===== src/rtl/pipe_hazard_ctrl_if.sv =====
// ---------------------------------------------------------------------------
// pipe_hazard_ctrl_if
// Bundles the pipeline-side hazard inputs and the stall/flush controls of
// the 5-stage RV32 sequencing controller.
//   master : pipeline datapath (drives hazard info, consumes stall/flush)
//   slave  : pipe_hazard_ctrl  (consumes hazard info, drives stall/flush)
// Signals:
//   id_rs1/id_rs2, id_use_rs1/id_use_rs2 : source operands of the ID instr
//   ex_rd, ex_mem_read                   : destination / load flag in EX
//   ex_br_taken                          : taken branch/jump resolved in EX
//   ex_mc_start, ex_mc_done              : multi-cycle EX unit handshake
//   mem_req, mem_ready                   : data-memory access handshake
//   *_stall, *_flush                     : per-register hold / bubble
// ---------------------------------------------------------------------------
interface pipe_hazard_ctrl_if;
  logic [4:0] id_rs1;
  logic [4:0] id_rs2;
  logic       id_use_rs1;
  logic       id_use_rs2;
  logic [4:0] ex_rd;
  logic       ex_mem_read;
  logic       ex_br_taken;
  logic       ex_mc_start;
  logic       ex_mc_done;
  logic       mem_req;
  logic       mem_ready;

  logic       pc_stall;
  logic       if_id_stall;
  logic       if_id_flush;
  logic       id_ex_stall;
  logic       id_ex_flush;
  logic       ex_mem_stall;
  logic       ex_mem_flush;
  logic       mem_wb_flush;

  modport master (
    output id_rs1, id_rs2, id_use_rs1, id_use_rs2, ex_rd, ex_mem_read,
           ex_br_taken, ex_mc_start, ex_mc_done, mem_req, mem_ready,
    input  pc_stall, if_id_stall, if_id_flush, id_ex_stall, id_ex_flush,
           ex_mem_stall, ex_mem_flush, mem_wb_flush
  );

  modport slave (
    input  id_rs1, id_rs2, id_use_rs1, id_use_rs2, ex_rd, ex_mem_read,
           ex_br_taken, ex_mc_start, ex_mc_done, mem_req, mem_ready,
    output pc_stall, if_id_stall, if_id_flush, id_ex_stall, id_ex_flush,
           ex_mem_stall, ex_mem_flush, mem_wb_flush
  );
endinterface


===== src/rtl/pipe_hazard_ctrl.sv =====
// ---------------------------------------------------------------------------
// pipe_hazard_ctrl
// Pipeline sequencing controller: decides every cycle whether PC, IF/ID,
// ID/EX and EX/MEM advance, hold or take a bubble. Handles load-use
// hazards, taken branches resolved in EX, multi-cycle EX operations and
// data-memory wait states, with a sticky watchdog on over-long waits.
// Ports:
//   i_clk, i_rst     : clock, synchronous active-high reset
//   bus (slave)      : hazard inputs and stall/flush outputs
//   o_ctrl_state     : 0 RUN, 1 MC_WAIT, 2 MEM_WAIT
//   o_wd_err         : sticky watchdog error (cleared only by reset)
//   o_stall_cnt,
//   o_flush_cnt      : performance counters, only when the macro
//                      PIPE_HAZARD_CTRL_PERF_EN is defined
// Stall/flush outputs are combinational (same-cycle response); state,
// wait counter and watchdog are registered.
// ---------------------------------------------------------------------------
module pipe_hazard_ctrl #(
  parameter int unsigned WAIT_MAX = 64
`ifdef PIPE_HAZARD_CTRL_PERF_EN
  ,
  parameter int unsigned CNT_W = 32
`endif
) (
  input  logic                    i_clk,
  input  logic                    i_rst,
  pipe_hazard_ctrl_if.slave       bus,
  output logic [1:0]              o_ctrl_state,
  output logic                    o_wd_err
`ifdef PIPE_HAZARD_CTRL_PERF_EN
  ,
  output logic [CNT_W-1:0]        o_stall_cnt,
  output logic [CNT_W-1:0]        o_flush_cnt
`endif
);

  typedef enum logic [1:0] {
    ST_RUN      = 2'd0,
    ST_MC_WAIT  = 2'd1,
    ST_MEM_WAIT = 2'd2
  } state_t;

  localparam logic [15:0] LP_WAIT_MAX  = 16'(WAIT_MAX);
  localparam logic [15:0] LP_WAIT_LAST = 16'(WAIT_MAX - 1);

  state_t      r_state;
  logic        r_mc_pending;
  logic        r_mc_done_seen;
  logic        r_wd_err;
  logic [15:0] r_wait_cnt;

  logic        w_lu;
  logic        w_mem_hold;
  logic        w_freeze;
  logic        w_mc_hold;
  logic [15:0] w_wait_inc;

  logic        w_pc_stall;
  logic        w_if_id_stall;
  logic        w_if_id_flush;
  logic        w_id_ex_stall;
  logic        w_id_ex_flush;
  logic        w_ex_mem_stall;
  logic        w_ex_mem_flush;
  logic        w_mem_wb_flush;

  // x0 is never a real producer, so a load to x0 cannot create a hazard.
  assign w_lu = bus.ex_mem_read && (bus.ex_rd != 5'd0) &&
                ((bus.id_use_rs1 && (bus.id_rs1 == bus.ex_rd)) ||
                 (bus.id_use_rs2 && (bus.id_rs2 == bus.ex_rd)));

  assign w_mem_hold = bus.mem_req && !bus.mem_ready;
  // The release cycle of MEM_WAIT is still frozen: freeze is state-based.
  assign w_freeze   = (r_state == ST_MEM_WAIT) || w_mem_hold;
  assign w_mc_hold  = ((r_state == ST_MC_WAIT) && !bus.ex_mc_done) ||
                      ((r_state == ST_RUN) && bus.ex_mc_start);
  assign w_wait_inc = (r_wait_cnt < LP_WAIT_MAX) ? (r_wait_cnt + 16'd1) : r_wait_cnt;

  // Priority decode of the stall/flush controls from state and live inputs.
  always_comb begin
    w_pc_stall     = 1'b0;
    w_if_id_stall  = 1'b0;
    w_if_id_flush  = 1'b0;
    w_id_ex_stall  = 1'b0;
    w_id_ex_flush  = 1'b0;
    w_ex_mem_stall = 1'b0;
    w_ex_mem_flush = 1'b0;
    w_mem_wb_flush = 1'b0;
    if (i_rst) begin
      w_if_id_flush  = 1'b1;
      w_id_ex_flush  = 1'b1;
      w_ex_mem_flush = 1'b1;
      w_mem_wb_flush = 1'b1;
    end else if (w_freeze) begin
      w_pc_stall     = 1'b1;
      w_if_id_stall  = 1'b1;
      w_id_ex_stall  = 1'b1;
      w_ex_mem_stall = 1'b1;
      w_mem_wb_flush = 1'b1;
    end else if (w_mc_hold) begin
      // EX keeps iterating; EX/MEM receives bubbles meanwhile.
      w_pc_stall     = 1'b1;
      w_if_id_stall  = 1'b1;
      w_id_ex_stall  = 1'b1;
      w_ex_mem_flush = 1'b1;
    end else if (bus.ex_br_taken) begin
      // Redirect squashes the two younger instructions; a load-use
      // match on the squashed ID instruction is irrelevant.
      w_if_id_flush  = 1'b1;
      w_id_ex_flush  = 1'b1;
    end else if (w_lu) begin
      w_pc_stall     = 1'b1;
      w_if_id_stall  = 1'b1;
      w_id_ex_flush  = 1'b1;
    end else begin
      w_pc_stall     = 1'b0;
    end
  end

  assign bus.pc_stall     = w_pc_stall;
  assign bus.if_id_stall  = w_if_id_stall;
  assign bus.if_id_flush  = w_if_id_flush;
  assign bus.id_ex_stall  = w_id_ex_stall;
  assign bus.id_ex_flush  = w_id_ex_flush;
  assign bus.ex_mem_stall = w_ex_mem_stall;
  assign bus.ex_mem_flush = w_ex_mem_flush;
  assign bus.mem_wb_flush = w_mem_wb_flush;

  // Sequencing FSM with wait counter and sticky watchdog.
  always_ff @(posedge i_clk) begin
    if (i_rst) begin
      r_state        <= ST_RUN;
      r_mc_pending   <= 1'b0;
      r_mc_done_seen <= 1'b0;
      r_wd_err       <= 1'b0;
      r_wait_cnt     <= 16'd0;
    end else begin
      if ((r_state != ST_RUN) && (r_wait_cnt == LP_WAIT_LAST)) begin
        r_wd_err <= 1'b1;
      end
      case (r_state)
        ST_RUN: begin
          r_wait_cnt <= 16'd0;
          if (w_mem_hold) begin
            // A simultaneous mc_start stays held in EX and is seen again
            // once the memory freeze releases.
            r_state <= ST_MEM_WAIT;
          end else if (bus.ex_mc_start) begin
            r_state <= ST_MC_WAIT;
          end else begin
            r_state <= ST_RUN;
          end
        end
        ST_MC_WAIT: begin
          if (w_mem_hold) begin
            r_state        <= ST_MEM_WAIT;
            r_mc_pending   <= 1'b1;
            r_mc_done_seen <= bus.ex_mc_done;
            r_wait_cnt     <= w_wait_inc;
          end else if (bus.ex_mc_done) begin
            r_state    <= ST_RUN;
            r_wait_cnt <= 16'd0;
          end else begin
            r_wait_cnt <= w_wait_inc;
          end
        end
        ST_MEM_WAIT: begin
          if (bus.mem_ready) begin
            r_mc_pending   <= 1'b0;
            r_mc_done_seen <= 1'b0;
            // Resume the multi-cycle wait only if its result never arrived.
            if (r_mc_pending && !(r_mc_done_seen || bus.ex_mc_done)) begin
              r_state    <= ST_MC_WAIT;
              r_wait_cnt <= w_wait_inc;
            end else begin
              r_state    <= ST_RUN;
              r_wait_cnt <= 16'd0;
            end
          end else begin
            r_mc_done_seen <= r_mc_done_seen || bus.ex_mc_done;
            r_wait_cnt     <= w_wait_inc;
          end
        end
        default: begin
          r_state        <= ST_RUN;
          r_mc_pending   <= 1'b0;
          r_mc_done_seen <= 1'b0;
          r_wait_cnt     <= 16'd0;
        end
      endcase
    end
  end

  assign o_ctrl_state = r_state;
  assign o_wd_err     = r_wd_err;

`ifdef PIPE_HAZARD_CTRL_PERF_EN
  logic [CNT_W-1:0] r_stall_cnt;
  logic [CNT_W-1:0] r_flush_cnt;

  // Free-running stall/flush event counters, wrapping naturally.
  always_ff @(posedge i_clk) begin
    if (i_rst) begin
      r_stall_cnt <= '0;
      r_flush_cnt <= '0;
    end else begin
      if (w_pc_stall) begin
        r_stall_cnt <= r_stall_cnt + CNT_W'(1);
      end
      if (w_id_ex_flush) begin
        r_flush_cnt <= r_flush_cnt + CNT_W'(1);
      end
    end
  end

  assign o_stall_cnt = r_stall_cnt;
  assign o_flush_cnt = r_flush_cnt;
`endif

endmodule

===== src/flat_wrapper.sv =====
// flat-port wrapper written by rule: the top's interface ports become plain ports
module pipe_hazard_ctrl_flat 
#(
  parameter int unsigned WAIT_MAX = 64

)
  (i_clk, i_rst, o_ctrl_state, o_wd_err, bus_id_rs1, bus_id_rs2, bus_id_use_rs1, bus_id_use_rs2, bus_ex_rd, bus_ex_mem_read, bus_ex_br_taken, bus_ex_mc_start, bus_ex_mc_done, bus_mem_req, bus_mem_ready, bus_pc_stall, bus_if_id_stall, bus_if_id_flush, bus_id_ex_stall, bus_id_ex_flush, bus_ex_mem_stall, bus_ex_mem_flush, bus_mem_wb_flush);
  pipe_hazard_ctrl_if bus_i ();
  input  logic i_clk;
  input  logic i_rst;
  output logic [1:0] o_ctrl_state;
  output logic o_wd_err;
  input wire logic [$bits(bus_i.id_rs1)-1:0] bus_id_rs1;
  input wire logic [$bits(bus_i.id_rs2)-1:0] bus_id_rs2;
  input wire logic [$bits(bus_i.id_use_rs1)-1:0] bus_id_use_rs1;
  input wire logic [$bits(bus_i.id_use_rs2)-1:0] bus_id_use_rs2;
  input wire logic [$bits(bus_i.ex_rd)-1:0] bus_ex_rd;
  input wire logic [$bits(bus_i.ex_mem_read)-1:0] bus_ex_mem_read;
  input wire logic [$bits(bus_i.ex_br_taken)-1:0] bus_ex_br_taken;
  input wire logic [$bits(bus_i.ex_mc_start)-1:0] bus_ex_mc_start;
  input wire logic [$bits(bus_i.ex_mc_done)-1:0] bus_ex_mc_done;
  input wire logic [$bits(bus_i.mem_req)-1:0] bus_mem_req;
  input wire logic [$bits(bus_i.mem_ready)-1:0] bus_mem_ready;
  output wire logic [$bits(bus_i.pc_stall)-1:0] bus_pc_stall;
  output wire logic [$bits(bus_i.if_id_stall)-1:0] bus_if_id_stall;
  output wire logic [$bits(bus_i.if_id_flush)-1:0] bus_if_id_flush;
  output wire logic [$bits(bus_i.id_ex_stall)-1:0] bus_id_ex_stall;
  output wire logic [$bits(bus_i.id_ex_flush)-1:0] bus_id_ex_flush;
  output wire logic [$bits(bus_i.ex_mem_stall)-1:0] bus_ex_mem_stall;
  output wire logic [$bits(bus_i.ex_mem_flush)-1:0] bus_ex_mem_flush;
  output wire logic [$bits(bus_i.mem_wb_flush)-1:0] bus_mem_wb_flush;
  assign bus_i.id_rs1 = bus_id_rs1;
  assign bus_i.id_rs2 = bus_id_rs2;
  assign bus_i.id_use_rs1 = bus_id_use_rs1;
  assign bus_i.id_use_rs2 = bus_id_use_rs2;
  assign bus_i.ex_rd = bus_ex_rd;
  assign bus_i.ex_mem_read = bus_ex_mem_read;
  assign bus_i.ex_br_taken = bus_ex_br_taken;
  assign bus_i.ex_mc_start = bus_ex_mc_start;
  assign bus_i.ex_mc_done = bus_ex_mc_done;
  assign bus_i.mem_req = bus_mem_req;
  assign bus_i.mem_ready = bus_mem_ready;
  assign bus_pc_stall = bus_i.pc_stall;
  assign bus_if_id_stall = bus_i.if_id_stall;
  assign bus_if_id_flush = bus_i.if_id_flush;
  assign bus_id_ex_stall = bus_i.id_ex_stall;
  assign bus_id_ex_flush = bus_i.id_ex_flush;
  assign bus_ex_mem_stall = bus_i.ex_mem_stall;
  assign bus_ex_mem_flush = bus_i.ex_mem_flush;
  assign bus_mem_wb_flush = bus_i.mem_wb_flush;
  pipe_hazard_ctrl #(.WAIT_MAX(WAIT_MAX)) u_core (.i_clk(i_clk), .i_rst(i_rst), .bus(bus_i), .o_ctrl_state(o_ctrl_state), .o_wd_err(o_wd_err));
endmodule

===== config.mk =====
export PLATFORM = sky130hd
export DESIGN_NAME = pipe_hazard_ctrl_flat
export DESIGN_NICKNAME = d
export VERILOG_FILES = /design/src/rtl/pipe_hazard_ctrl_if.sv /design/src/rtl/pipe_hazard_ctrl.sv /design/src/flat_wrapper.sv
export SDC_FILE = /design/constraint.sdc
export NUM_CORES = 1
export LEC_CHECK = 0
export CELL_PAD_IN_SITES_DETAIL_PLACEMENT = 1
export CELL_PAD_IN_SITES_GLOBAL_PLACEMENT = 2
export CORE_UTILIZATION = 30
export CTS_BUF_LIST = sky130_fd_sc_hd__clkbuf_4
export CTS_CLUSTER_SIZE = 24
export DETAILED_ROUTE_END_ITERATION = 10
export HOLD_SLACK_MARGIN = 0.02
export PLACE_DENSITY = 0.93
export SYNTH_ARGS = -nofsm -noshare
export SYNTH_HDL_FRONTEND = slang
export SYNTH_SLANG_ARGS = --single-unit
export TNS_END_PERCENT = 1

===== constraint.sdc =====
create_clock -name i_clk -period 6.45 [get_ports i_clk]
set_input_delay 1.935 -clock i_clk [delete_from_list [all_inputs] [get_ports i_clk]]
set_output_delay 1.935 -clock i_clk [all_outputs]
set_load 0.005 [all_outputs]

==> run metrics <==
outcome finished, final reports clean; H-tree levels 1; FP Rows 22; leakage power 0.5935 nW; vias in the first global route 1175; maximum vdd drop 0.06498 mV; Tightest Pin Transition 0.6630 ns; dpl cells 210; HPWL after DPL 2468 µm; required time worst endpoint 4.51 ns; syn nets 158; metal3 WL 180 µm; filler instances 453; number of enable flip-flop cells after synthesis 0; DR vias/cell 4.967; WHS 0.4876 ns; DR pass1 iterations 4; Avg Inst Size Synth 9.032 µm²; final WL 2961 µm; Met2 Wirelength 1561 µm; CTS clk-pin slew, worst paths 0.12 ns; Setup-failing EPs final 0; CP most frequent cell clkdlybuf4s50_1; CP max-delay cell a2111oi_1; met1 wire length 1168 µm; post-route ant nets 0; Final Critical Period 6.031 ns; CTS Buffer Depth 2; first-pass GRT wire length 5043 µm; Max stage delay on crit path 0.60 ns; Ports 36; critical path class input port to primary output; Finished Layout Cells 214; Final Hold Viols 0; PortBufs 35; CTS buffer count 3; Yosys cell types 38; setup TNS 0 ns; Initial DRC Count 26; top_reg_cell synth dfxtp_1; CTS tree built; core area 3689 µm²; register area share after synthesis 36.36%; Clk Latency, worst-skew pair 0.31 ns; fin nets 197; gr usage total 15.91%; uppermost layer routed met4; layout cells sized above 1 7.229%; n_diodes 0; Vias 1063; Synth top area share 36.36%; TritonCTS Sinks 21; postcts setup bufs 0; Register Area 420.4 µm²; GR Overflow Total 0; buffer and inverter count on the worst path 2; Slew HR 55.69%; RSZ-0062 raised after global routing no; crit-path leading delay family buffers and inverters; cts-stage hold buffer count 0; antenna violations before repair 0; max-slew violations 0; element type at the critical path end primary output; gp weighted congestion 0.7511; Tightest Hold Check Type flip-flop to flip-flop; DR WL/cell 13.84 µm; clock skew 0.005601 ns; pin count of the biggest net entering global routing 14; design area 1593 µm²; CP Max Fanout 4; Tcrit/Tclk final 93.51%; Async S/R FF share, synth 0%; P&R area growth vs syn 37.77%; #FFs+latches synth 21; Fmax 165.8 MHz; Post-Syn Instances 128; die width 64.08 µm; worst endpoint data arrival time 4.10 ns; synth top area cells dfxtp_1 (36%), xor2_1 (7.6%), ha_1 (5.4%), and2_1 (4.9%), a21oi_1 (3.9%); Synth Warn # 0; DRC viols 0; die area 4106 µm²; Post-Syn Area 1156 µm²; CP Cell Sequence clkdlybuf4s50_1, nor2b_1, a2111oi_1, nor2_1, o31ai_1, clkdlybuf4s50_1; power per cell area 158.6 nW/µm²; dpl cell area 1563 µm²; die span in y 64.08 µm; starting density of the core 31.34%; post-synth top area cell dfxtp_1; max-cap viol count 0; CTS-repair resized insts 0; Startpoint Class input port; Multi-input gate area 705.7 µm²; Root Buffer clkbuf_4
-- power breakdown --
part	switching [mW]	internal, mW
sequential	0.00136	0.131
combinational	0.0227	0.0327
clock	0.0415	0.0236
total	0.0656	0.187
-- worst register-to-register path, stage by stage (launching register included) --
cell and delay, ns:
dfxtp_1 0.43, inv_1 0.09, ha_1 0.27, nor2b_1 0.21
a21o_1 0.19, or3_1 0.35, a21oi_1 0.15
-- cells in the mapped netlist (2+ instances only) --
| master | number |
|---|---|
| or4_1 | 2 |
| o21ai_1 | 2 |
| nand2_1 | 4 |
| xor2_1 | 10 |
| o21ai_0 | 2 |
| mux2i_1 | 3 |
| a32oi_1 | 2 |
| inv_1 | 5 |
| xnor2_1 | 2 |
| nor2_1 | 12 |
| ha_1 | 5 |
| o31ai_1 | 3 |
| dfxtp_1 | 21 |
| or3_1 | 4 |
| o21a_1 | 3 |
| a21oi_1 | 9 |
| and2_1 | 9 |
| nor4_1 | 4 |
| nand3_1 | 3 |
| nor2b_1 | 5 |
-- per-layer routing --
metal,track usage (%),up-vias
met5,0,-
met4,7.386,0
met3,3.393,6
met2,31.52,34
met1,15.27,491
li1,-,532
-- logic make-up (layout without fill, tap and decap cells) --
kind of cell / after synthesis / count (layout) / synth area share (%)
simple gates: 53 / 53 / 28.57
compound gates: 27 / 27 / 15.37
buf+inv: 7 / 45 / 2.598
fa+ha+maj: 5 / 5 / 5.411
xor+xnor: 12 / 12 / 9.091
flops: 21 / 21 / 36.36
mux: 3 / 3 / 2.598
-- cell usage in the layout (no fill, tap or decap), drive strengths merged, types with 2 or more instances in the layout --
| cell type | count |
|---|---|
| o31ai | 3 |
| or3 | 4 |
| nor2 | 13 |
| nand2 | 4 |
| o21a | 3 |
| nand3 | 3 |
| o21ai | 4 |
| clkbuf | 3 |
| a32oi | 2 |
| mux2i | 3 |
| nor4 | 5 |
| dfxtp | 21 |
| and2 | 11 |
| nor2b | 5 |
| xor2 | 10 |
| a21oi | 9 |
| inv | 5 |
| ha | 5 |
| clkdlybuf4s50 | 35 |
| xnor2 | 2 |
| or4 | 2 |
-- per-stage QoR --
| step | utilization, % | power [mW] | setup slack (ns) |
|---|---|---|---|
| 5_1_grt | 43.18 | 0.2664 | 0.2749 |
| 4_1_cts | 43.18 | 0.2578 | 0.3688 |
| 3_3_place_gp | 42.37 | 0.1882 | 0.4968 |
| 3_5_place_dp | 42.37 | 0.1907 | 0.4063 |
| 6_report | 43.18 | 0.2526 | 0.4187 |
| 2_1_floorplan | - | 0.1579 | 1.567 |
-- path summary, 6_finish.rpt --
kind | from | to | slack (ns) | depth (start not counted)
worst max-delay path | bus_mem_ready | bus_id_ex_flush | 0.42 | 6
worst min-delay path | u_core.r_wait_cnt[5] | u_core.r_wait_cnt[5] | 0.49 | 2
worst max register to register | u_core.o_ctrl_state[0] | u_core.o_ctrl_state[0] | 4.70 | 6
worst min register to register | u_core.r_wait_cnt[5] | u_core.r_wait_cnt[5] | 0.49 | 2
-- final cells by class --
class / count / area share (%)
Multi-Input combinational cell: 100 / 44.30
Sequential cell: 21 / 26.39
Timing Repair Buffer: 36 / 22.47
Tap cell: 48 / 3.771
Clock buffer: 3 / 1.414
Inverter: 5 / 1.178
Clock inverter: 1 / 0.4713
-- sequential cells by signal, summed over array words and instances (netlist names) --
signal	count
u_core.r_wait_cnt	16
u_core.o_ctrl_state	2
u_core.o_wd_err	1
u_core.r_mc_done_seen	1
u_core.r_mc_pending	1
(Power assumes the default switching activity.)
